## src/rtl/por_release_sequencer_pkg.sv

```systemverilog
// Shared state encodings and default constants for the power-on reset release sequencer.
// The optional startup watchdog is enabled with the POR_SEQ_TIMEOUT_EN macro.
package por_release_sequencer_pkg;

    typedef enum logic [1:0] {
        ST_WAIT_EDGE = 2'd0,
        ST_HOLD      = 2'd1,
        ST_RELEASE   = 2'd2,
        ST_RUN       = 2'd3
    } state_e;

    localparam int DEF_HOLD_CYCLES    = 16;
    localparam int DEF_TIMEOUT_CYCLES = 200;
    localparam int DEF_CNT_W          = 8;

    // True when a limit can be reached by a cnt_w-bit counter without wrapping.
    function automatic bit cnt_fits(input int cnt_w, input int limit);
        return (limit >= 1) && (longint'(limit) < (longint'(1) << cnt_w));
    endfunction

endpackage

```

## src/rtl/por_release_sequencer_edge_detect.sv

```systemverilog
// Polarity-selectable edge detector on the registered ladder output; the first clock
// after reset only primes the history flop so a level present at reset is never an edge.
module startup_edge_detect
    import por_release_sequencer_pkg::*;
#(
    parameter bit EDGE_POL = 1'b1
) (
    input  logic clk_i,
    input  logic rst_n_i,
    input  logic edge_i,
    output logic det_o,
    output logic primed_o
);

    logic edge_q;
    logic primed_q;

    always_ff @(posedge clk_i or negedge rst_n_i) begin
        if (!rst_n_i) begin
            edge_q   <= 1'b0;
            primed_q <= 1'b0;
        end else begin
            edge_q   <= edge_i;
            primed_q <= 1'b1;
        end
    end

    assign det_o    = primed_q & (edge_i == EDGE_POL) & (edge_q != EDGE_POL);
    assign primed_o = primed_q;

endmodule

```

## src/rtl/por_release_sequencer.sv

```systemverilog
// Waits for the ladder startup edge, holds off HOLD_CYCLES clocks, then releases the
// downstream reset with a one-cycle startup pulse. POR_SEQ_TIMEOUT_EN adds a watchdog.
module por_release_sequencer
    import por_release_sequencer_pkg::*;
#(
    parameter bit EDGE_POL       = 1'b1,
    parameter int HOLD_CYCLES    = DEF_HOLD_CYCLES,
    parameter int CNT_W          = DEF_CNT_W,
    parameter int TIMEOUT_CYCLES = DEF_TIMEOUT_CYCLES
) (
    input  logic       clk,
    input  logic       rst_n,
    input  logic       ena,
    input  logic       edge_i,
    output logic       rst_out_n,
    output logic       startup_pulse,
    output logic       ready,
    output logic [1:0] state_o,
    output logic       timeout_flag
);

    if (!cnt_fits(CNT_W, HOLD_CYCLES) || !cnt_fits(CNT_W, TIMEOUT_CYCLES)) begin : g_bad_cfg
        $error("por_release_sequencer: CNT_W too narrow for HOLD_CYCLES/TIMEOUT_CYCLES");
    end

    localparam logic [CNT_W-1:0] HOLD_LAST = CNT_W'(HOLD_CYCLES - 1);

    logic det;
    logic primed;

    startup_edge_detect #(
        .EDGE_POL (EDGE_POL)
    ) u_edge_detect (
        .clk_i    (clk),
        .rst_n_i  (rst_n),
        .edge_i   (edge_i),
        .det_o    (det),
        .primed_o (primed)
    );

    state_e           state_q;
    logic [CNT_W-1:0] cnt_q;
    logic             rst_out_q;
    logic             pulse_q;
    logic             ready_q;

`ifdef POR_SEQ_TIMEOUT_EN
    localparam logic [CNT_W-1:0] TO_LAST = CNT_W'(TIMEOUT_CYCLES - 1);
    logic tflag_q;
`endif

    always_ff @(posedge clk or negedge rst_n) begin
        if (!rst_n) begin
            state_q   <= ST_WAIT_EDGE;
            cnt_q     <= '0;
            rst_out_q <= 1'b0;
            pulse_q   <= 1'b0;
            ready_q   <= 1'b0;
`ifdef POR_SEQ_TIMEOUT_EN
            tflag_q   <= 1'b0;
`endif
        end else begin
            pulse_q <= 1'b0;
            case (state_q)
                ST_WAIT_EDGE: begin
                    if (ena && primed) begin
                        if (det) begin
                            state_q <= ST_HOLD;
                            cnt_q   <= '0;
                        end
`ifdef POR_SEQ_TIMEOUT_EN
                        // Watchdog: no edge seen within the limit forces the release.
                        else if (cnt_q == TO_LAST) begin
                            state_q   <= ST_RELEASE;
                            rst_out_q <= 1'b1;
                            pulse_q   <= 1'b1;
                            tflag_q   <= 1'b1;
                        end else begin
                            cnt_q <= cnt_q + 1'b1;
                        end
`endif
                    end
`ifdef POR_SEQ_TIMEOUT_EN
                    else if (det) begin
                        cnt_q <= '0;
                    end
`endif
                end
                ST_HOLD: begin
                    // ena low freezes the count; it resumes where it stopped.
                    if (ena) begin
                        if (cnt_q == HOLD_LAST) begin
                            state_q   <= ST_RELEASE;
                            rst_out_q <= 1'b1;
                            pulse_q   <= 1'b1;
                        end else begin
                            cnt_q <= cnt_q + 1'b1;
                        end
                    end
                end
                ST_RELEASE: begin
                    state_q <= ST_RUN;
                    ready_q <= 1'b1;
                end
                ST_RUN: begin
                    state_q <= ST_RUN;
                end
            endcase
        end
    end

    assign rst_out_n     = rst_out_q;
    assign startup_pulse = pulse_q;
    assign ready         = ready_q;
    assign state_o       = state_q;

`ifdef POR_SEQ_TIMEOUT_EN
    assign timeout_flag = tflag_q;
`else
    assign timeout_flag = 1'b0;
`endif

endmodule

```

## config.mk

```make
export PLATFORM = sky130hd
export DESIGN_NAME = por_release_sequencer
export DESIGN_NICKNAME = d
export VERILOG_FILES = /design/src/rtl/por_release_sequencer_pkg.sv /design/src/rtl/por_release_sequencer_edge_detect.sv /design/src/rtl/por_release_sequencer.sv
export SDC_FILE = /design/constraint.sdc
export NUM_CORES = 1
export LEC_CHECK = 0
export BUFFER_PORTS_ARGS = -buffer_cell sky130_fd_sc_hd__buf_2
export CORE_MARGIN = 1
export CORE_UTILIZATION = 49
export CTS_BUF_LIST = sky130_fd_sc_hd__clkbuf_8
export DETAILED_ROUTE_END_ITERATION = 7
export HOLD_SLACK_MARGIN = 0.06
export PLACE_DENSITY = 0.72
export SYNTH_ARGS = -nofsm -noshare
export SYNTH_HDL_FRONTEND = slang
export SYNTH_SLANG_ARGS = --single-unit
```

## constraint.sdc

```tcl
create_clock -name clk -period 1.5 [get_ports clk]
set_input_delay 0.375 -clock clk [delete_from_list [all_inputs] [get_ports clk]]
set_output_delay 0.375 -clock clk [all_outputs]
set_load 0.1 [all_outputs]
```

# [After elaboration in Yosys (flattened, before gate mapping)]
# Index checks and enable logic that the tools add are counted.
[word_totals] output_inout_bits=6 mem_count=0 romBits=0 ram_bits=0 regBits=15 latchBits=0 elab_cells=40 inputBits=4
[classes] div=0 bitwise=3 shifts=0 n_eq_ne=9 mux=13 n_mul=0 addsub=1 reduce_logical=7 n_lt_le_gt_ge=0
[ops] op="8-bit 2-to-1 mux" n=4
[ops] op="8-bit one-hot mux with 2 select lines" n=1
[ops] op="2-bit inequality test (second input constant)" n=5
[ops] op="8-bit by 1-bit adder with 8-bit output (second input constant)" n=1
[ops] op="8-bit by 4-bit equality test with 1-bit output (second input constant)" n=1
[ops] op="2-bit 2-to-1 mux" n=4
[ops] op="2-bit one-hot mux with 3 select lines" n=1
[ops] op="5-bit AND reduction" n=1
[ops] op="2-bit equality test (second input constant)" n=2
[ops] op="4-bit AND reduction" n=1
[ops] op="1-bit 2-to-1 mux" n=3
[ops] op="3-bit AND reduction" n=1
[ops] op="1-bit bitwise AND" n=2
[ops] op="2-bit by 1-bit equality test with 1-bit output (second input constant)" n=1
[ops] op="2-bit zero test" n=1
[ops] op="2-bit nonzero test" n=1
[ops] op="2-bit OR reduction" n=1
[ops] op="1-bit logical AND" n=1
[ops] op="1-bit NOT" n=1

# [Longest topological paths before layout]
# Gate-level depths: netlist of the first run.
[logic_depth] word_depth=5 mapped_depth=6

# [Cells and area by module]
# Synthesis of the first run repeated with hierarchy kept, for this count alone.
[hier_totals] hier_cells=75 area_unflattened_um2=745.7
[modules_own_cells] mod="por_release_sequencer" area_each_um2=683.2 seq_area_each_um2=325.3 n_inst=1 cells_per_inst=71
[modules_own_cells] mod="startup_edge_detect" area_each_um2=62.6 seq_area_each_um2=50.0 n_inst=1 cells_per_inst=4

# [Least setup slack after synthesis of the first run]
# No wires, ideal clock.
[synth_timing] path_kind="reg-to-reg" startpoint="register state_q[0], in the netlist state_o[0]" endpoint="register cnt_q[2]" path_slack_ns=-0.518 arrival_time_ns=1.892 path_buffers=1 path_stages_with_launch=6 path_cell_list="dfrtp_1 > nand3b_1 > o21ba_1 > buf_6 > a21oi_1 > a221o_1"
[synth_via] elab_chain_cells=3 elab_cells_between_ends=9 cone_classes="eq/ne: 5; mux: 1; reduce/logical: 3"
[synth_lines] item="start, declared" line_no="por_release_sequencer.sv:41" rtl="state_e state_q;"
[synth_lines] item="start signal, assigned" line_no="por_release_sequencer.sv:54" rtl="state_q <= ST_WAIT_EDGE;"
[synth_lines] item="start signal, assigned" line_no="por_release_sequencer.sv:68" rtl="state_q <= ST_HOLD;"
[synth_lines] item="start signal, assigned" line_no="por_release_sequencer.sv:93" rtl="state_q <= ST_RELEASE;"
[synth_lines] item="2-bit by 1-bit equality test with 1-bit output or 2-bit zero test (tied branches)" line_no="por_release_sequencer.sv:64" rtl="case (state_q)"
[synth_lines] item="2-bit inequality test (no source line) or 2-bit nonzero test (tied branches)"
[synth_lines] item="5-bit AND reduction (no source line)"
[synth_lines] item="end signal, assigned" line_no="por_release_sequencer.sv:97" rtl="cnt_q <= cnt_q + 1'b1;"
[synth_lines] item="end, declared" line_no="por_release_sequencer.sv:42" rtl="logic [CNT_W-1:0] cnt_q;"
# Parallel ways exist; a longest one is shown, timed or not.
# A chain may end at the register's enable or synchronous reset.

# [Worst setup path after layout of the first run]
[layout_timing] startpoint="register cnt_q[6]" endpoint="register cnt_q[4]"
[layout_via] elab_chain_cells=3
[layout_lines] item="8-bit by 4-bit equality test with 1-bit output" line_no="por_release_sequencer.sv:92" rtl="if (cnt_q == HOLD_LAST) begin"
[layout_lines] item="2-bit inequality test (no source line)"
[layout_lines] item="5-bit AND reduction (no source line)"
# No other way between the ends.

==> impl_results.rst, run 1 <==
.. list-table::
   :header-rows: 1

   * - Metric
     - Value
   * - Length in cells of the worst reg-to-reg path
     - 4
   * - Crit start category
     - register
   * - Synth-to-layout area growth
     - 35.38%
   * - Clock root cell
     - sky130_fd_sc_hd__clkbuf_8
   * - PD cells
     - a little under 800 nW/um2
   * - Synth Instances
     - 66
   * - Total chip power
     - ~0.00075 W
   * - Worst vdd rail ir drop
     - 612.2 uV
   * - Fin worst setup slack
     - -0.1000 ns
   * - Antenna violations before repair
     - 0
   * - Count of endpoints failing hold in the final timing report
     - 0
   * - Count of clock tree sinks
     - 15
   * - Via Count
     - 604
   * - Iteration-0 DRC Markers
     - 15
   * - Crit path DAT
     - 1.77 ns
   * - Net count reported at finish
     - 96
   * - Cell area after synthesis
     - 714.4 um2
   * - Final wirelength
     - 1571 um
   * - Gp weighted congestion
     - 0.8617
   * - Crit. End Element
     - register
   * - Portion of the post-synthesis area used by sequential elements
     - 0.5254
   * - Total number of yosys warnings
     - 0
   * - Synth cell types
     - 30
   * - Clock Latency Late Sink
     - 0.25 ns
   * - IO Count
     - 10
   * - CTS tree
     - done
   * - Input/output buffers
     - 8
   * - Detail-routed net length per standard cell
     - 14.96 um
   * - Violations in the final reports
     - setup timing
   * - Post-synth top flop
     - sky130_fd_sc_hd__dfrtp_1
   * - Remaining Overflow, GRT
     - 0
   * - Static leakage power
     - 0.4538 nW
   * - Die X
     - 40.19 um
   * - Y dimension of the die
     - roughly 40 um
   * - Deepest level of the CTS H-tree
     - 1
   * - Pin count of the biggest net entering global routing
     - 16
   * - Number of buffers inserted during clock tree synthesis
     - 3
   * - Hold Worst Slack
     - 0.2531 ns
   * - Worst Hold Depth
     - 1
   * - Area share of the largest cell type after synthesis
     - 0.5254
   * - Post-synth EDFFs
     - 0
   * - Period utilisation layout
     - 1.067
   * - Number of synthesized register bits
     - 15
   * - Row count
     - 13
   * - Total nets after synthesis
     - between 70 and 80
   * - Post-layout min period
     - about 1.6 ns
   * - Detailed Place HPWL
     - 1093 um
   * - Count of max-cap constraint violations
     - 0
   * - Layout Skew
     - 0.005016 ns
   * - Total routing usage reported by global routing
     - 0.2286
   * - Worst EP required
     - 1.67 ns
   * - Status
     - finished, violations left
   * - Pins over their slew limit
     - 0
   * - Number of global-route vias before repair
     - roughly 550
   * - Dominant cells by area after synthesis
     - sky130_fd_sc_hd__dfrtp_1 (53%), sky130_fd_sc_hd__a31oi_1 (5.3%), sky130_fd_sc_hd__buf_6 (3.2%)
   * - Detailed Routing Iterations Pass 1
     - 4
   * - Post-route ant nets
     - 0
   * - Syn Area/Cell
     - 10.82 um2
   * - Setup repair after global routing missed its margin
     - yes
   * - Vias per cell
     - 5.752
   * - Area of the die
     - around 1600 um2
   * - Placeable core area
     - roughly 1300 um2
   * - Final Setup Violations
     - 10
   * - Clock edge transition at the registers on the reported setup and hold paths
     - 0.06 ns
   * - First-pass GRT wire length
     - around 2400 um
   * - Setup CP Type
     - register to register
   * - Initial cell density of the core
     - 0.5356
   * - Clock tree buffer depth
     - 2
   * - Share of flip-flops with an asynchronous set or reset
     - 1.000
   * - Leading area contributor after synthesis
     - sky130_fd_sc_hd__dfrtp_1
   * - Layout cells sized above 1
     - 0.4000
   * - Antenna diode count
     - 0
   * - Class of the most critical hold timing path
     - primary input to register
   * - Remaining design rule violation count
     - 0
   * - Fmax
     - 625.0 MHz
   * - Max Fanout on Critical Path
     - 5
-- sequential cells by signal (all words and copies together), names as in the netlist --
name and count:
startup_pulse 1, u_edge_detect.primed_o 1, state_o 2, ready 1
u_edge_detect.edge_q 1, cnt_q 8, rst_out_n 1
-- cells in the final DEF (no fill, tap or decap), types with 2 or more instances in the layout --
cell type | Yosys | routed
sky130_fd_sc_hd__a21o_1 | 2 | 2
sky130_fd_sc_hd__a21oi_1 | 3 | 2
sky130_fd_sc_hd__a31oi_1 | 6 | 6
sky130_fd_sc_hd__buf_12 | 0 | 2
sky130_fd_sc_hd__buf_2 | 0 | 6
sky130_fd_sc_hd__buf_4 | 1 | 13
sky130_fd_sc_hd__clkbuf_8 | 0 | 3
sky130_fd_sc_hd__conb_1 | 2 | 2
sky130_fd_sc_hd__dfrtp_1 | 15 | 13
sky130_fd_sc_hd__dfrtp_4 | 0 | 2
sky130_fd_sc_hd__inv_1 | 2 | 3
sky130_fd_sc_hd__nand2_1 | 6 | 6
sky130_fd_sc_hd__nor2_1 | 4 | 4
sky130_fd_sc_hd__o21ai_0 | 3 | 2
-- worst max-delay path, cell delays in order, from the launching register on --
cell and delay [ns]:
sky130_fd_sc_hd__dfrtp_1 0.37, sky130_fd_sc_hd__or4_4 0.55, sky130_fd_sc_hd__o21ba_4 0.24, sky130_fd_sc_hd__a21o_4 0.20, sky130_fd_sc_hd__a31oi_1 0.16
-- power breakdown --
part / switching, W / internal, W
Sequential: 0.000000636 / 0.000407
Clock: 0.000137 / 0.000181
Combinational: 0.0000208 / 0.00000516
-- what timing repair did --
item                                    4_1_cts  5_1_grt
endpoints found under the setup margin       10       12
endpoints found under the hold margin        15        0
resized for setup                             3        3
hold buffers                                  1        0
pin swaps                                     4        4
buffers inserted                              0        0
gates cloned                                  1        0
-- synth_stat cells, types with 2 or more instances --
master,n
sky130_fd_sc_hd__dfrtp_1,15
sky130_fd_sc_hd__buf_6,2
sky130_fd_sc_hd__inv_1,2
sky130_fd_sc_hd__a41oi_1,2
sky130_fd_sc_hd__conb_1,2
sky130_fd_sc_hd__a31oi_1,6
sky130_fd_sc_hd__nor2_1,4
sky130_fd_sc_hd__a21oi_1,3
sky130_fd_sc_hd__nand2_1,6
sky130_fd_sc_hd__a21o_1,2
sky130_fd_sc_hd__o21ai_0,3
-- area by class of cell --
cell class	instances	area [um2]
clock buffers	3	41.29
clock inverters	1	3.754
fillers	97	366.6
inverters	2	7.507
multi-input cells	47	335.3
flip-flops and latches	15	382.9
well taps	15	18.77
repair buffers	22	177.7
-- final timing paths --
| kind | from | to | slack (ns) |
|---|---|---|---|
| worst min register to register | ready | ready | 0.46 |
| worst max register to register | cnt_q[6] | cnt_q[4] | -0.10 |
| worst max-delay path | cnt_q[6] | cnt_q[4] | -0.10 |
| max in group asynchronous | rst_n | state_o[0] | 0.66 |
| min in group asynchronous | rst_n | cnt_q[1] | 0.56 |
| worst min-delay path | edge_i | u_edge_detect.edge_q | 0.25 |
-- metrics by stage --
step | setup TNS, ns | utilization | cells | cell area, um2 | setup slack [ns]
CTS | -0.7333 | 0.7176 | 105 | 957.2 | -0.1052
global route | -1.285 | 0.7251 | 105 | 967.2 | -0.1597
floorplan | -1.021 | - | 66 | 725.7 | -0.1502
finish | -0.5777 | 0.7251 | 105 | 967.2 | -0.1000
detailed placement | -1.200 | 0.6614 | 99 | 882.1 | -0.1774
global placement | -0.8706 | 0.6614 | 99 | 882.1 | -0.1335
-- per-layer routing --
metal  up-vias  part of all wire  track usage
met5         -                 0            0
met4         0            0.0095       0.1000
met3         4             0.049      0.05000
met2        21              0.49       0.3831
met1       286              0.45       0.2811
li1        293                 -            -
-- logic make-up after synthesis --
group,synth area share
compound gates,0.2259
fa+ha+maj,0.01751
buf+inv,0.05255
flops,0.5254
mux,0.01576
other cells,0.01051
simple gates,0.1524
Note: power is estimated with default switching activity, not from simulation.
==> run 2: changes to the inputs <==
Settings changed: BUFFER_PORTS_ARGS -buffer_cell sky130_fd_sc_hd__buf_2 to default, DONT_BUFFER_PORTS from default to 1, PLACE_DENSITY 0.72 to 0.65.
==> impl_results.rst, run 2 (same netlist as run 1, synthesis figures left out) <==
.. list-table::
   :header-rows: 1

   * - Metric
     - Value
   * - R2R Setup Slk
     - -0.15 ns (was -0.10 ns)
   * - Count of clock tree sinks
     - 15 (unchanged)
   * - Net count reported at finish
     - 92 (was 96)
   * - Crit start category
     - register (unchanged)
   * - Number of buffers inserted during clock tree synthesis
     - 3 (unchanged)
   * - Pins over their slew limit
     - 0 (unchanged)
   * - Ordered list of cells on the worst path
     - or4_4 > o21ba_4 > a21o_4 > a31oi_2 (was or4_4 > o21ba_4 > a21o_4 > a31oi_1)
   * - Class of the most critical hold timing path
     - primary input to register (unchanged)
   * - Final wirelength
     - 1790 um (was 1571 um)
   * - Count of max-cap constraint violations
     - 0 (unchanged)
   * - Area of the die
     - 1615 um2 (unchanged)
   * - Setup CP Type
     - register to register (unchanged)
   * - Detailed Routing Iterations Pass 1
     - 4 (unchanged)
   * - Clock edge transition at the registers on the reported setup and hold paths
     - 0.05 ns (was 0.06 ns)
   * - Status
     - finished, violations left (unchanged)
   * - Fmax
     - 604.4 MHz (was 625.0 MHz)
   * - Total routing usage reported by global routing
     - 0.2603 (was 0.2286)
   * - First-pass GRT wire length
     - 2573 um (was 2352 um)
   * - Utilization of the core after routing
     - 0.7261 (was 0.7251)
   * - Placeable core area
     - 1334 um2 (unchanged)
   * - Most frequent standard cell in the layout excluding fill and tap cells
     - sky130_fd_sc_hd__buf_4
   * - Worst vdd rail ir drop
     - 732.1 uV (was 612.2 uV)
   * - Worst EP required
     - 1.66 ns (was 1.67 ns)
   * - Remaining design rule violation count
     - 0 (unchanged)
   * - Synth-to-layout area growth
     - 35.55% (was 35.38%)
   * - Hold Worst Slack
     - 0.1536 ns (was 0.2531 ns)
   * - Post-route ant nets
     - 0 (unchanged)
   * - Crit path DAT
     - 1.81 ns (was 1.77 ns)
   * - Clock Latency Late Sink
     - 0.25 ns (about the same)
   * - Setup TNS after final layout
     - -0.9719 ns (was -0.5777 ns)
   * - Y dimension of the die
     - 40.19 um (unchanged)
   * - Number of global-route vias before repair
     - 561 (was 549)
   * - Static leakage power
     - 0.4407 nW (was 0.4538 nW)
   * - Cell count after placement
     - 94 (was 99)
   * - Count of endpoints failing hold in the final timing report
     - 0 (unchanged)
   * - Vias per cell
     - 5.950 (was 5.752)
   * - Die X
     - 40.19 um (unchanged)
   * - Slew at the pin closest to its max-slew limit
     - 0.6600 ns
   * - Period utilisation layout
     - 1.103 (was 1.067)
   * - Delay of the slowest cell on the worst path
     - 0.57 ns (was 0.55 ns)
   * - Input/output buffers
     - 0 (was 8)
   * - Gp weighted congestion
     - 0.7849 (was 0.8617)
   * - Max FFs per register
     - 8 (unchanged)
   * - CTS tree
     - done (unchanged)
   * - Final Setup Violations
     - 10 (unchanged)
   * - Detail-routed net length per standard cell
     - 17.72 um (was 14.96 um)
   * - Layout Skew
     - 0.004857 ns (was 0.005016 ns)
   * - Post-layout min period
     - 1.655 ns (was 1.600 ns)
   * - Slowest cell on crit path
     - sky130_fd_sc_hd__or4_4 (unchanged)
   * - Setup repair after global routing missed its margin
     - yes (unchanged)
   * - Register bank with the most flops
     - cnt_q (unchanged)
   * - Layout cells sized above 1
     - 0.4186 (was 0.4000)
   * - Deepest level of the CTS H-tree
     - 1 (unchanged)
   * - Detailed Place HPWL
     - 1132 um (was 1093 um)
   * - Iteration-0 DRC Markers
     - 14 (was 15)
   * - PD cells
     - 771.0 nW/um2 (was 777.5 nW/um2)
   * - Remaining Overflow, GRT
     - 0 (unchanged)
   * - Antenna violations before repair
     - 0 (unchanged)
   * - Antenna diode count
     - 0 (unchanged)
   * - Violations in the final reports
     - setup timing (unchanged)
   * - Row count
     - 13 (unchanged)
   * - Footprint of the multi-input gates
     - 364.1 um2 (was 335.3 um2)
   * - Fin worst setup slack
     - -0.1546 ns (was -0.1000 ns)
   * - Sequential Area
     - 382.9 um2 (unchanged)
   * - Initial cell density of the core
     - 0.5356 (unchanged)
   * - Via Count
     - 601 (was 604)
   * - Commonest cells after routing, fill and taps aside
     - sky130_fd_sc_hd__buf_4 (16), sky130_fd_sc_hd__dfrtp_1 (13), sky130_fd_sc_hd__nand2_1 (6) (was sky130_fd_sc_hd__dfrtp_1 (13), sky130_fd_sc_hd__buf_4 (13), sky130_fd_sc_hd__nand2_1 (6), sky130_fd_sc_hd__a31oi_1 (6), sky130_fd_sc_hd__buf_2 (6))
   * - Clock root cell
     - sky130_fd_sc_hd__clkbuf_8 (unchanged)
   * - Worst relative slew slack
     - 0.5585
   * - Pin count of the biggest net entering global routing
     - 16 (unchanged)
   * - Crit. End Element
     - register (unchanged)
   * - Fillers
     - 107 (was 97)
   * - Setup slack after placement
     - -0.2125 ns (was -0.1774 ns)
   * - Filler-free cell count of the finished design
     - 101 (was 105)
   * - IO Count
     - 10 (unchanged)
   * - Max Fanout on Critical Path
     - 5 (unchanged)
   * - Clock tree buffer depth
     - 2 (unchanged)
==> run 2: changes by cell type in the layout (fill, tap and decap cells not counted) <==
| cell | change |
|---|---|
| sky130_fd_sc_hd__buf_2 | -6 |
| sky130_fd_sc_hd__a31oi_1 | -5 |
| sky130_fd_sc_hd__a31oi_2 | +5 |
| sky130_fd_sc_hd__buf_4 | +3 |
| sky130_fd_sc_hd__buf_12 | -1 |
| sky130_fd_sc_hd__ha_1 | +1 |
| sky130_fd_sc_hd__ha_2 | -1 |
| sky130_fd_sc_hd__o21ai_0 | +1 |
| sky130_fd_sc_hd__o21ai_1 | -1 |
==> run 2: timing repair <==
action | in CTS | in global routing
pin swaps | 1 | 0
endpoints found under the hold margin | 15 | 0
buffers inserted | 1 | 0
gates resized for setup | 3 | 6
hold buffers | 1 | 0
cloned | 1 | 0
endpoints found under the setup margin | 9 | 11
==> run 2: layout make-up <==
type                       count  area share
clock inverter                 1    0.003876
clock buffer                   3     0.04264
sequential                    15      0.3953
multi-input combinational     47      0.3760
inverter                       2    0.007752
tap                           15     0.01938
timing repair buffer          18      0.1550
==> run 2: where the power goes <==
part	switching, W	leakage, nW	internal [W]
registers	0.000000502	0.190	0.000407
logic	0.0000188	0.224	0.00000245
clock network	0.000136	0.0269	0.000181
total	0.000155	0.441	0.000591
==> run 2: worst paths after layout <==
| check | startpoint | end | depth (start not counted) |
|---|---|---|---|
| worst max-delay path | cnt_q[6] | cnt_q[7] | 4 |
| worst min-delay path | edge_i | u_edge_detect.edge_q | 0 |
| worst max register to register | cnt_q[6] | cnt_q[7] | 4 |
| worst min register to register | rst_out_n | rst_out_n | 1 |
| max in group asynchronous | rst_n | state_o[0] | 1 |
| min in group asynchronous | rst_n | cnt_q[2] | 1 |
==> run 2: critical path: cells and delay by family, from the launching register on <==
kind / cells / cell delay, ns
flops: 1 / 0.38
simple gates: 1 / 0.57
compound gates: 3 / 0.61
==> run 2: metrics by stage <==
stage / power (W) / area (um2)
2_1_floorplan: 0.0004293 / 725.7
3_3_place_gp: 0.0004273 / 847.1
3_5_place_dp: 0.0004274 / 847.1
4_1_cts: 0.0007560 / 929.6
5_1_grt: 0.0007746 / 968.4
6_report: 0.0007466 / 968.4
==> run 2: layer usage <==
metal,global-route usage,vias up,part of all wire
met3,0.1000,5,0.041
met4,0.07500,0,0.017
met1,0.3203,300,0.41
met2,0.4234,15,0.53
met5,0,-,0
li1,-,281,-
